$ cat src/rtl/seven_segment_scan_controller.sv
// ---------------------------------------------------------------------------
// seven_segment_scan_controller
//
// Purpose:
//   Time-multiplexed scan and page controller for the 4-digit light-meter
//   display. Drives a shared active-low segment bus and four active-low digit
//   enables. A blanking gap at the start of every digit slot suppresses
//   ghosting. Also sequences the decoder's 2-bit page select. The page is
//   advanced by a next-page button pulse or by an auto-cycle frame timer.
//
// Ports:
//   clk         in   1  system clock, rising edge
//   rst         in   1  synchronous reset, active-high
//   seg_in_1    in   8  decoder pattern, rightmost digit (active-low, bit7=dp)
//   seg_in_2    in   8  decoder pattern, digit 2
//   seg_in_3    in   8  decoder pattern, digit 3
//   seg_in_4    in   8  decoder pattern, leftmost digit
//   next_page   in   1  one-cycle pulse from the debounced button
//   auto_en     in   1  level, enables auto page cycling
//   select_out  out  2  page select (00 ISO, 01 shutter, 10 focal, 11 bright)
//   seg_out     out  8  shared segment bus, active-low
//   an_out      out  4  digit enables, active-low, an_out[0] = digit 1
//   frame_tick  out  1  one-cycle pulse once per full 4-digit scan
// ---------------------------------------------------------------------------
module seven_segment_scan_controller #(
  parameter int CLK_DIV      = 50000,
  parameter int BLANK_CYCLES = 500,
  parameter int AUTO_FRAMES  = 2000
) (
  input  logic       clk,
  input  logic       rst,
  input  logic [7:0] seg_in_1,
  input  logic [7:0] seg_in_2,
  input  logic [7:0] seg_in_3,
  input  logic [7:0] seg_in_4,
  input  logic       next_page,
  input  logic       auto_en,
  output logic [1:0] select_out,
  output logic [7:0] seg_out,
  output logic [3:0] an_out,
  output logic       frame_tick
);

  localparam int PW = $clog2(CLK_DIV);
  localparam int AW = (AUTO_FRAMES > 1) ? $clog2(AUTO_FRAMES) : 1;

  localparam logic [PW-1:0] PRESC_LAST = PW'(CLK_DIV - 1);
  localparam logic [PW-1:0] BLANK_END  = PW'(BLANK_CYCLES);
  localparam logic [AW-1:0] AUTO_LAST  = AW'(AUTO_FRAMES - 1);

  logic [PW-1:0] r_presc;
  logic [1:0]    r_idx;
  logic [1:0]    r_select;
  logic [7:0]    r_shadow [4];
  logic [7:0]    r_seg;
  logic [3:0]    r_an;
  logic          r_frame_tick;
  logic          r_pending;
  logic [AW-1:0] r_auto_cnt;

  logic [7:0]    w_seg_in [4];
  logic          w_fs;
  logic          w_auto_hit;
  logic          w_advance;

  assign w_seg_in[0] = seg_in_1;
  assign w_seg_in[1] = seg_in_2;
  assign w_seg_in[2] = seg_in_3;
  assign w_seg_in[3] = seg_in_4;

  // Frame start: first cycle of digit slot 0, which is also the first cycle
  // after reset release because the counters reset to zero.
  assign w_fs       = (r_idx == 2'd0) && (r_presc == '0);
  assign w_auto_hit = auto_en && (r_auto_cnt == AUTO_LAST);
  // All sources OR together so the page moves by at most one step per frame.
  assign w_advance  = r_pending || next_page || w_auto_hit;

  always_ff @(posedge clk) begin
    if (rst) begin
      r_presc      <= '0;
      r_idx        <= 2'd0;
      r_select     <= 2'd0;
      r_seg        <= 8'hFF;
      r_an         <= 4'b1111;
      r_frame_tick <= 1'b0;
      r_pending    <= 1'b0;
      r_auto_cnt   <= '0;
      for (int k = 0; k < 4; k++) begin
        r_shadow[k] <= 8'hFF;
      end
    end else begin
      // Slot prescaler and digit index.
      if (r_presc == PRESC_LAST) begin
        r_presc <= '0;
        r_idx   <= r_idx + 2'd1;
      end else begin
        r_presc <= r_presc + 1'b1;
      end

      r_frame_tick <= w_fs;

      // Page sequencing. The snapshot is taken in the same cycle the page
      // changes, so new-page data reach the display one frame later.
      if (w_fs) begin
        for (int k = 0; k < 4; k++) begin
          r_shadow[k] <= w_seg_in[k];
        end
        if (w_advance) begin
          r_select  <= r_select + 2'd1;
          r_pending <= 1'b0;
        end
      end else if (next_page) begin
        r_pending <= 1'b1;
      end

      // Auto-cycle frame counter; a button press restarts the count.
      if (!auto_en) begin
        r_auto_cnt <= '0;
      end else if (w_fs) begin
        r_auto_cnt <= w_advance ? '0 : r_auto_cnt + 1'b1;
      end else if (next_page) begin
        r_auto_cnt <= '0;
      end

      // Output phase, one cycle behind the counters. At most one enable low.
      if (r_presc < BLANK_END) begin
        r_an  <= 4'b1111;
        r_seg <= 8'hFF;
      end else begin
        r_an  <= ~(4'b0001 << r_idx);
        r_seg <= r_shadow[r_idx];
      end
    end
  end

  assign select_out = r_select;
  assign seg_out    = r_seg;
  assign an_out     = r_an;
  assign frame_tick = r_frame_tick;

endmodule
$ cat config.mk
export PLATFORM = sky130hd
export DESIGN_NAME = seven_segment_scan_controller
export DESIGN_NICKNAME = d
export VERILOG_FILES = /design/src/rtl/seven_segment_scan_controller.sv
export SDC_FILE = /design/constraint.sdc
export NUM_CORES = 1
export LEC_CHECK = 0
export BUFFER_PORTS_ARGS = -buffer_cell sky130_fd_sc_hd__buf_2
export CAP_MARGIN = 0
export CORE_MARGIN = 2
export CORE_UTILIZATION = 51
export DETAILED_ROUTE_END_ITERATION = 7
export PLACE_DENSITY_LB_ADDON = 0.15
export SLEW_MARGIN = 40
export SYNTH_ARGS = -nofsm -noshare
export SYNTH_HDL_FRONTEND = slang
export SYNTH_SLANG_ARGS = --single-unit
$ cat constraint.sdc
create_clock -name clk -period 2.65 [get_ports clk]
set_input_delay 0.3975 -clock clk [delete_from_list [all_inputs] [get_ports clk]]
set_output_delay 0.3975 -clock clk [all_outputs]
set_load 0.01 [all_outputs]
* After elaboration in Yosys (flattened, before gate mapping)
Memory sizes are Yosys's and may differ from the RTL's. A register that Yosys moved wholly into a read port is not among the register bits. Cells that the tools add are included.
Word-level totals: register bits after elaboration 37, memory bits (writable) 32, input port bits 36, memories 1
Memory list:
- r_shadow | depth 4, bits a word 8, read ports 1, clocked after Yosys merged registers in 1, wr ports 4, line 54 | logic [7:0] r_shadow [4];
Operators by class: add/sub/neg operators 4, $lt $le $gt $ge 1, equal/unequal tests 3, shifts and indexed selects 1, mux-type cells 15, bitwise gates (word level) 6, reductions and logical operators 12
Operator list (count):
- 2-to-1 mux 11 bit | 3
- 2-to-1 mux 8 bit | 4
- adder 16 x 1 -> 16 bit (second input constant) | 1
- == test 16 bit (second input constant) | 1
- logical NOT 16 bit | 1
- less-than comparator 16 x 9 -> 1 bit (second input constant) | 1
- adder 11 x 1 -> 11 bit (second input constant) | 1
- == test 11 bit (second input constant) | 1
- 2-to-1 mux 1 bit | 8
- OR reduction 2 bit | 3
- adder 2 x 1 -> 2 bit (second input constant) | 2
- NOT 4 bit | 1
- OR 1 bit | 4
- AND reduction 2 bit | 2
- left shift 1 x 2 -> 4 bit (first input constant) | 1
- logical AND 1 bit | 2
- logical NOT 2 bit | 1
- logical OR 1 bit | 2
- != test 2 x 1 -> 1 bit (second input constant) | 1
- nonzero test 2 bit | 1
- NOT 1 bit | 1

* Depth between registers and ports, before layout
Gate-level depths: netlist of the first run.
depth in word-level cells 6, gate-level depth with buffers 8

* Worst setup path before layout of the first run
Ideal clock, no wire load.
path kind reg2reg, from reg r_idx[0], to mem r_shadow[0][0] (enable), arrival time 2.068 ns, required time 2.275 ns, slack 0.207 ns, cell stages (with the launch flop) 8, clock period less this slack 2.443 ns, cell sequence dfxtp_1 -> buf_2 -> inv_1 -> ha_1 -> and4bb_2 -> nand3_1 -> nor2_1 -> or2_2
RTL lines:
- from (decl) | line 52 | logic [1:0] r_idx;
- from (signal assigned) | line 95 | r_idx <= r_idx + 2'd1;
- to (decl) | line 54

* Worst setup path after layout of the first run
from reg r_auto_cnt[0], to reg r_select[1], in the netlist select_out[1]
On the way: word-level cells in the longest chain between the ends 4
Ends and longest elaborated chain:
- from (decl) | line 59 | logic [AW-1:0] r_auto_cnt;
- from (signal assigned) | line 120 | r_auto_cnt <= w_advance ? '0 : r_auto_cnt + 1'b1;
- == test 11 bit | line 74 | assign w_auto_hit = auto_en && (r_auto_cnt == AUTO_LAST);
- logical AND 1 bit | line 74
- logical OR 1 bit | line 76 | assign w_advance = r_pending || next_page || w_auto_hit;
- AND reduction 2 bit (no source line)
- to (signal assigned) | line 109 | r_select <= r_select + 2'd1;
- to (decl) | line 53 | logic [1:0] r_select;
No other way between the ends. A chain may end at the register's enable or synchronous reset.

==> flow_metrics.tcl, run 1 <==
set metrics [dict create \
    post_route_cells_drive_above_1_share 0.257 \
    rsz0062_at_grt "no" \
    reg2reg_depth 5 \
    worst_ir_drop_vdd_uv 323 \
    mostFrequentLayoutCells "50 x sky130_fd_sc_hd__buf_2, 45 x sky130_fd_sc_hd__dfxtp_1, 42 x sky130_fd_sc_hd__nand2b_1, 32 x sky130_fd_sc_hd__edfxtp_1, 21 x sky130_fd_sc_hd__nor2_1" \
    drc 0 \
    total_detailed_routing_wirelength_mm 7.09 \
    cts-htree-levels 3 \
    status "completed" \
    worst_margin_slew_ps 785 \
    post-dp-hpwl_mm 4.80 \
    cpLargestDelayFamily "simple AND/OR/NAND/NOR gates" \
    cell_count_after_synthesis 315 \
    first_global_vias 2523 \
    slew_violations 0 \
    timing.setup.tns_ps 0 \
    vias 2585 \
    synth.distinct_cells 49 \
    ff2ff_setup_slack_ps 410 \
    synth_sequential_area_ratio 0.530 \
    timing.rr.end "select_out[1]$_SDFFE_PP0P_" \
    crit_path_max_incr_delay_ps 460 \
    clock-skew-final_ps 9.78 \
    number_of_antenna_violations_at_the_first_check_in_global_routing 0 \
    setup_viol_count_final 0 \
    synth.yosys.warnings 0 \
    power.internal_mw 1.82 \
    power.share.clock 0.374 \
    n_fill_cell 556 \
    postCtsHoldBufs 0 \
    netlist.top_cell.by_area "sky130_fd_sc_hd__edfxtp_1" \
    post_dr_vias_cell 5.71 \
    timing.hold.worst.start "seg_in_3[5]" \
    finalCriticalPeriod_ps 2240 \
    drtPass1Iterations 5 \
    core_um2 6720 \
    placement.io_buffers 50 \
    setup.worst_path.end_class "flop" \
    die_h_um 87.0 \
    critPathMaxFanout 8 \
    slew_headroom 0.474 \
    area_growth_syn_to_fin_pct 15.9 \
    critPathBufInv 0 \
    leakage_nw 1.35 \
    globalRouteTotalUtil 0.201 \
    max_freq_mhz 446 \
    dieWidth_um 87.0 \
    synth_ff_type "sky130_fd_sc_hd__dfxtp_1" \
    switching_share 0.243 \
    maximum_number_of_pins_on_one_net_before_global_route_repair 34 \
    whs_ps 296 \
    mostFrequentLayoutCell "sky130_fd_sc_hd__buf_2" \
    hold_end "r_shadow[2][5]$_SDFFCE_PN1P_" \
    class_of_the_tightest_hold_or_removal_check "in -> reg" \
    power_mw 2.40 \
    diode_insertion_count_for_antenna_repair 0 \
    grt_first_pass_wirelength_mm 11.7 \
    cts_max_path_buffers 2 \
    mappedNetlistNets 358 \
    top_area_cell_type_share_of_the_netlist_area 0.274 \
    startpoint_class "flop" \
    pwr-share-comb 0.082 \
    initialDrtViolationCount 137 \
    report.final.hold_viol_count 0 \
    cts_root_buf "sky130_fd_sc_hd__clkbuf_8" \
    cts_buffers 9 \
    cts_tree "done" \
    worstPathArrival_ps 2490 \
    gp_congestion 0.906 \
    synth.area.top_cells "sky130_fd_sc_hd__edfxtp_1 27%, sky130_fd_sc_hd__dfxtp_1 26%, sky130_fd_sc_hd__nand2b_1 7.5%" \
    synth-edff-count 32 \
    core.rowCount 30 \
    share_seq_of_total_power 0.545 \
    drt_wl_cell_um 15.7 \
    die_area_um2 7570 \
    count_of_cells_resized_by_post_cts_repair 0 \
    cp_slowest_cell "sky130_fd_sc_hd__dfxtp_1" \
    cts_setup_buffers 0 \
    clock_sink_count 77 \
    power.density_cell_area_nw_per_um2 590 \
    p_switching_mw 0.584 \
    timing.rr.start "r_auto_cnt[0]$_SDFFE_PP0P_" \
    final.period_utilization 0.845 \
    io_pins 51 \
    post_synthesis_cell_area_um2 3510 \
    share_of_synthesized_flip_flops_with_an_asynchronous_set_or_reset 0 \
    worstHoldPathCells 2 \
    clk_pin_slew_worst_paths_ps 90 \
    timing.critical_path.required_ps 2900 \
    crit_path_cell_trace "ha_1, and4b_1, a31oi_1, nor4b_2, mux2_2" \
    drtAntennaViolNets 0 \
    syn-mean-instance-area_um2 11.1 \
    criticalPathCategory "reg -> reg" \
    finish.net_count 411 \
    maxCapViolCount 0 \
    utilization 0.606 \
    grt-ovfl-total 0 \
    start_util 0.523 \
    clkLatencyLatePin_ps 350 \
    synth.ff_latch_count 77 \
]
stage by stage:
step	area, um2	instances	setup WS, ps
6_report	4070	453	410
5_1_grt	4070	453	258
4_1_cts	4070	453	481
3_5_place_dp	3870	437	497
3_3_place_gp	3870	437	464
2_1_floorplan	3510	315	207
kinds of logic (layout without fill, tap and decap cells):
group | count (synthesis) | in the layout | share of synthesized area
AND/OR/NAND/NOR | 150 | 150 | 0.260
flip-flops | 77 | 77 | 0.530
AO/OA/AOI/OAI | 35 | 35 | 0.0670
buffers and inverters | 23 | 81 | 0.0278
XOR/XNOR | 13 | 13 | 0.0324
multiplexers | 10 | 10 | 0.0574
adder cells (fa/ha/maj) | 7 | 7 | 0.0249
worst max-delay path by stage:
stage	startpoint	end	slack, ps	cells past startpoint
finish	r_auto_cnt[0]$_SDFFE_PP0P_	select_out[1]$_SDFFE_PP0P_	410	5
global route	r_auto_cnt[0]$_SDFFE_PP0P_	select_out[1]$_SDFFE_PP0P_	260	5
CTS	r_auto_cnt[0]$_SDFFE_PP0P_	select_out[1]$_SDFFE_PP0P_	480	5
detailed placement	r_auto_cnt[1]$_SDFFE_PP0P_	select_out[1]$_SDFFE_PP0P_	500	5
global placement	r_auto_cnt[0]$_SDFFE_PP0P_	select_out[1]$_SDFFE_PP0P_	460	5
floorplan	r_idx[0]$_SDFFE_PP0N_	r_shadow[0][0]$_SDFFCE_PN1P_	210	7
final cells by class:
class	count	area [um2]	area share
repair buffers	57	315	0.0775
clock buffers	10	128	0.0314
multi-input cells	215	1560	0.384
inverters	8	30.0	0.00738
clock inverters	6	72.6	0.0178
well taps	80	100	0.0246
flip-flops and latches	77	1860	0.458
layer usage:
layer	part of all wire	up-vias	global-route usage
li1	-	1271	-
met1	0.46	1227	0.279
met2	0.47	75	0.306
met3	0.052	12	0.0284
met4	0.017	0	0.107
met5	0	-	0
Yosys cell counts, types with 2 or more instances:
master / n
sky130_fd_sc_hd__dfxtp_1: 45
sky130_fd_sc_hd__nand2b_1: 42
sky130_fd_sc_hd__edfxtp_1: 32
sky130_fd_sc_hd__nor2_1: 21
sky130_fd_sc_hd__nand3_1: 16
sky130_fd_sc_hd__nand4_1: 15
sky130_fd_sc_hd__nand2_1: 14
sky130_fd_sc_hd__xnor2_1: 10
sky130_fd_sc_hd__inv_1: 8
sky130_fd_sc_hd__mux4_2: 8
sky130_fd_sc_hd__ha_1: 7
sky130_fd_sc_hd__a21oi_1: 6
sky130_fd_sc_hd__buf_2: 6
sky130_fd_sc_hd__clkbuf_1: 6
sky130_fd_sc_hd__nor3_1: 6
sky130_fd_sc_hd__o2111ai_1: 6
sky130_fd_sc_hd__o21ai_0: 6
sky130_fd_sc_hd__a31oi_1: 5
sky130_fd_sc_hd__nor4_1: 4
sky130_fd_sc_hd__o211ai_1: 4
sky130_fd_sc_hd__o31ai_1: 4
sky130_fd_sc_hd__and3_1: 3
sky130_fd_sc_hd__clkbuf_2: 3
sky130_fd_sc_hd__nor2b_1: 3
sky130_fd_sc_hd__or3_1: 3
sky130_fd_sc_hd__or4_1: 3
sky130_fd_sc_hd__xor2_1: 3
sky130_fd_sc_hd__and4_1: 2
sky130_fd_sc_hd__nor3_2: 2
sky130_fd_sc_hd__or2_2: 2
sky130_fd_sc_hd__or3b_2: 2
sequential cells by signal (all words and copies together) (netlist names):
register and flops:
r_idx 2, frame_tick 1, select_out 2, r_pending 1
r_auto_cnt 11, seg_out 8, an_out 4, r_presc 16
r_shadow 32
power by group through the flow:
stage	registers, mW	logic [mW]	clock network, mW
2_1_floorplan	1.33	0.122	0
3_3_place_gp	1.33	0.193	0
3_5_place_dp	1.33	0.196	0
4_1_cts	1.31	0.197	0.921
5_1_grt	1.31	0.219	0.969
6_report	1.31	0.196	0.897
worst register-to-register path, delay by kind of cell (launching register included):
| family | cells | cell delay (ps) |
|---|---|---|
| mux | 1 | 360 |
| flops | 1 | 460 |
| fa+ha+maj | 1 | 350 |
| simple gates | 2 | 680 |
| compound gates | 1 | 300 |
Note: power is estimated with default switching activity, not from simulation.
==> run 2, diff against run 1 <==
==> constraint.sdc (replaced) <==
create_clock -name clk -period 1.85 [get_ports clk]
set_input_delay 0.2775 -clock clk [delete_from_list [all_inputs] [get_ports clk]]
set_output_delay 0.2775 -clock clk [all_outputs]
set_load 0.01 [all_outputs]
==> flow_metrics.tcl, run 2 (same netlist as run 1, synthesis figures left out) <==
set metrics [dict create \
    placed_area_um2 4090 \
    setup.worst_path.end_class "flop" \
    worstPathArrival_ps 2010 \
    grt_first_pass_wirelength_mm 11.5 \
    post_route_cells_drive_above_1_share 0.316 \
    timing.critical_path.required_ps 2120 \
    post-place-cells 457 \
    finalNonFillerCells 473 \
    place_worst_setup_slack_ps 104 \
    rsz0062_at_grt "no" \
    report.final.hold_viol_count 0 \
    core_um2 6720 \
    area_growth_syn_to_fin_pct 22.2 \
    power.internal_mw 2.63 \
    cts_tree "done" \
    largest_register_ff_count 32 \
    p_switching_mw 0.828 \
    post-route-cell-area_um2 4290 \
    top_register "r_shadow" \
    leakage_nw 1.47 \
    diode_insertion_count_for_antenna_repair 0 \
    max_freq_mhz 574 \
    globalRouteTotalUtil 0.198 \
    drtAntennaViolNets 0 \
    die_h_um 87.0 \
    post_dr_vias_cell 5.62 \
    placement.io_buffers 50 \
    class_of_the_tightest_hold_or_removal_check "in -> reg" \
    cts_setup_buffers 0 \
    post-dp-hpwl_mm 5.02 \
    criticalPathCategory "reg -> reg" \
    clock-skew-final_ps 8.23 \
    startpoint_class "flop" \
    maxCapViolCount 0 \
    cts_root_buf "sky130_fd_sc_hd__clkbuf_8" \
    power.density_cell_area_nw_per_um2 806 \
    total_detailed_routing_wirelength_mm 7.15 \
    cts_max_path_buffers 2 \
    setup_viol_count_final 0 \
    dieWidth_um 87.0 \
    number_of_antenna_violations_at_the_first_check_in_global_routing 0 \
    switching_share 0.239 \
    status "completed" \
    clk_pin_slew_worst_paths_ps 80 \
    die_area_um2 7570 \
    slew_violations 0 \
    power.share.clock 0.365 \
    n_fill_cell 540 \
    initialDrtViolationCount 147 \
    cts_buffers 9 \
    cts-htree-levels 3 \
    mostFrequentLayoutCell "sky130_fd_sc_hd__buf_2" \
    drtPass1Iterations 4 \
    pwr-share-comb 0.096 \
    largest_registers "r_shadow: 32 flops, r_presc: 16 flops, r_auto_cnt: 11 flops" \
    multi_input_comb_area_um2 1600 \
    clock_sink_count 77 \
    grt-ovfl-total 0 \
    finalCriticalPeriod_ps 1740 \
    final.period_utilization 0.941 \
    share_seq_of_total_power 0.539 \
    core.rowCount 30 \
    vias 2656 \
    worst_ir_drop_vdd_uv 466 \
    setup_ws_ps 109 \
    start_util 0.523 \
    drc 0 \
    worst_margin_slew_ps 488 \
    critPathMaxFanout 6 \
    clkLatencyLatePin_ps 340 \
    finish.net_count 431 \
    whs_ps 188 \
    maximum_number_of_pins_on_one_net_before_global_route_repair 34 \
    drt_wl_cell_um 15.1 \
    first_global_vias 2493 \
    mostFrequentLayoutCells "50 x sky130_fd_sc_hd__buf_2, 43 x sky130_fd_sc_hd__dfxtp_1, 42 x sky130_fd_sc_hd__nand2b_1, 32 x sky130_fd_sc_hd__edfxtp_1, 24 x sky130_fd_sc_hd__buf_4" \
    final-seq-area_um2 1860 \
    io_pins 51 \
    gp_congestion 0.859 \
    slew_headroom 0.673 \
]
==> run 2: cell count changes in the layout (fill, tap and decap cells not counted), sizes merged <==
cell | previous run | this run
buf | 57 | 77
clkinv | 3 | 2
inv | 9 | 10
==> run 2: timing repair <==
item,4_1_cts,5_1_grt
hold buffers,0,0
endpoints found under the setup margin,0,63
endpoints found under the hold margin,0,0
gates resized for setup,0,3
==> run 2: area by class of cell <==
class                   count  share of cell area
clock buffers              10              0.0297
clock inverters             6              0.0160
inverters                   8             0.00875
multi-input cells         215               0.373
flip-flops and latches     77               0.435
well taps                  80              0.0233
repair buffers             77               0.114
==> run 2: power by group through the flow <==
stage | Combinational [mW] | Clock [mW] | Sequential (mW)
final | 0.331 | 1.26 | 1.87
after detailed placement | 0.331 | 0 | 1.91
after global routing | 0.363 | 1.36 | 1.87
after floorplan | 0.186 | 0 | 1.90
after global placement | 0.327 | 0 | 1.90
after CTS | 0.333 | 1.28 | 1.87
==> run 2: per-layer routing <==
layer,global-route usage,up-vias,share of wire
met1,0.256,1265,0.45
met3,0.0417,11,0.046
met4,0.0724,0,0.014
met2,0.329,74,0.49
met5,0,-,0
li1,-,1306,-
==> run 2: worst max-delay path: stages, from the launching register on <==
cell and delay (ps):
sky130_fd_sc_hd__dfxtp_1 410, sky130_fd_sc_hd__nand3_2 150, sky130_fd_sc_hd__or4_4 580, sky130_fd_sc_hd__or3_1 360, sky130_fd_sc_hd__a21oi_1 160
==> run 2: stage by stage <==
| stage | total power, mW | TNS [ps] | utilization |
|---|---|---|---|
| 6_report | 3.46 | 0 | 0.639 |
| 5_1_grt | 3.59 | 0 | 0.639 |
| 3_5_place_dp | 2.24 | 0 | 0.608 |
| 2_1_floorplan | 2.09 | -2320 | - |
| 3_3_place_gp | 2.23 | 0 | 0.608 |
| 4_1_cts | 3.48 | 0 | 0.637 |
==> run 2: path summary, 6_finish.rpt <==
kind | to | cells past startpoint | slack [ps] | from
worst max-delay path | r_presc[15]$_SDFF_PP0_ | 4 | 110 | r_presc[4]$_SDFF_PP0_
worst min-delay path | r_shadow[1][6]$_SDFFCE_PN1P_ | 2 | 190 | seg_in_2[6]
worst max register to register | r_presc[15]$_SDFF_PP0_ | 4 | 110 | r_presc[4]$_SDFF_PP0_
worst min register to register | select_out[0]$_SDFFE_PP0P_ | 2 | 520 | select_out[0]$_SDFFE_PP0P_
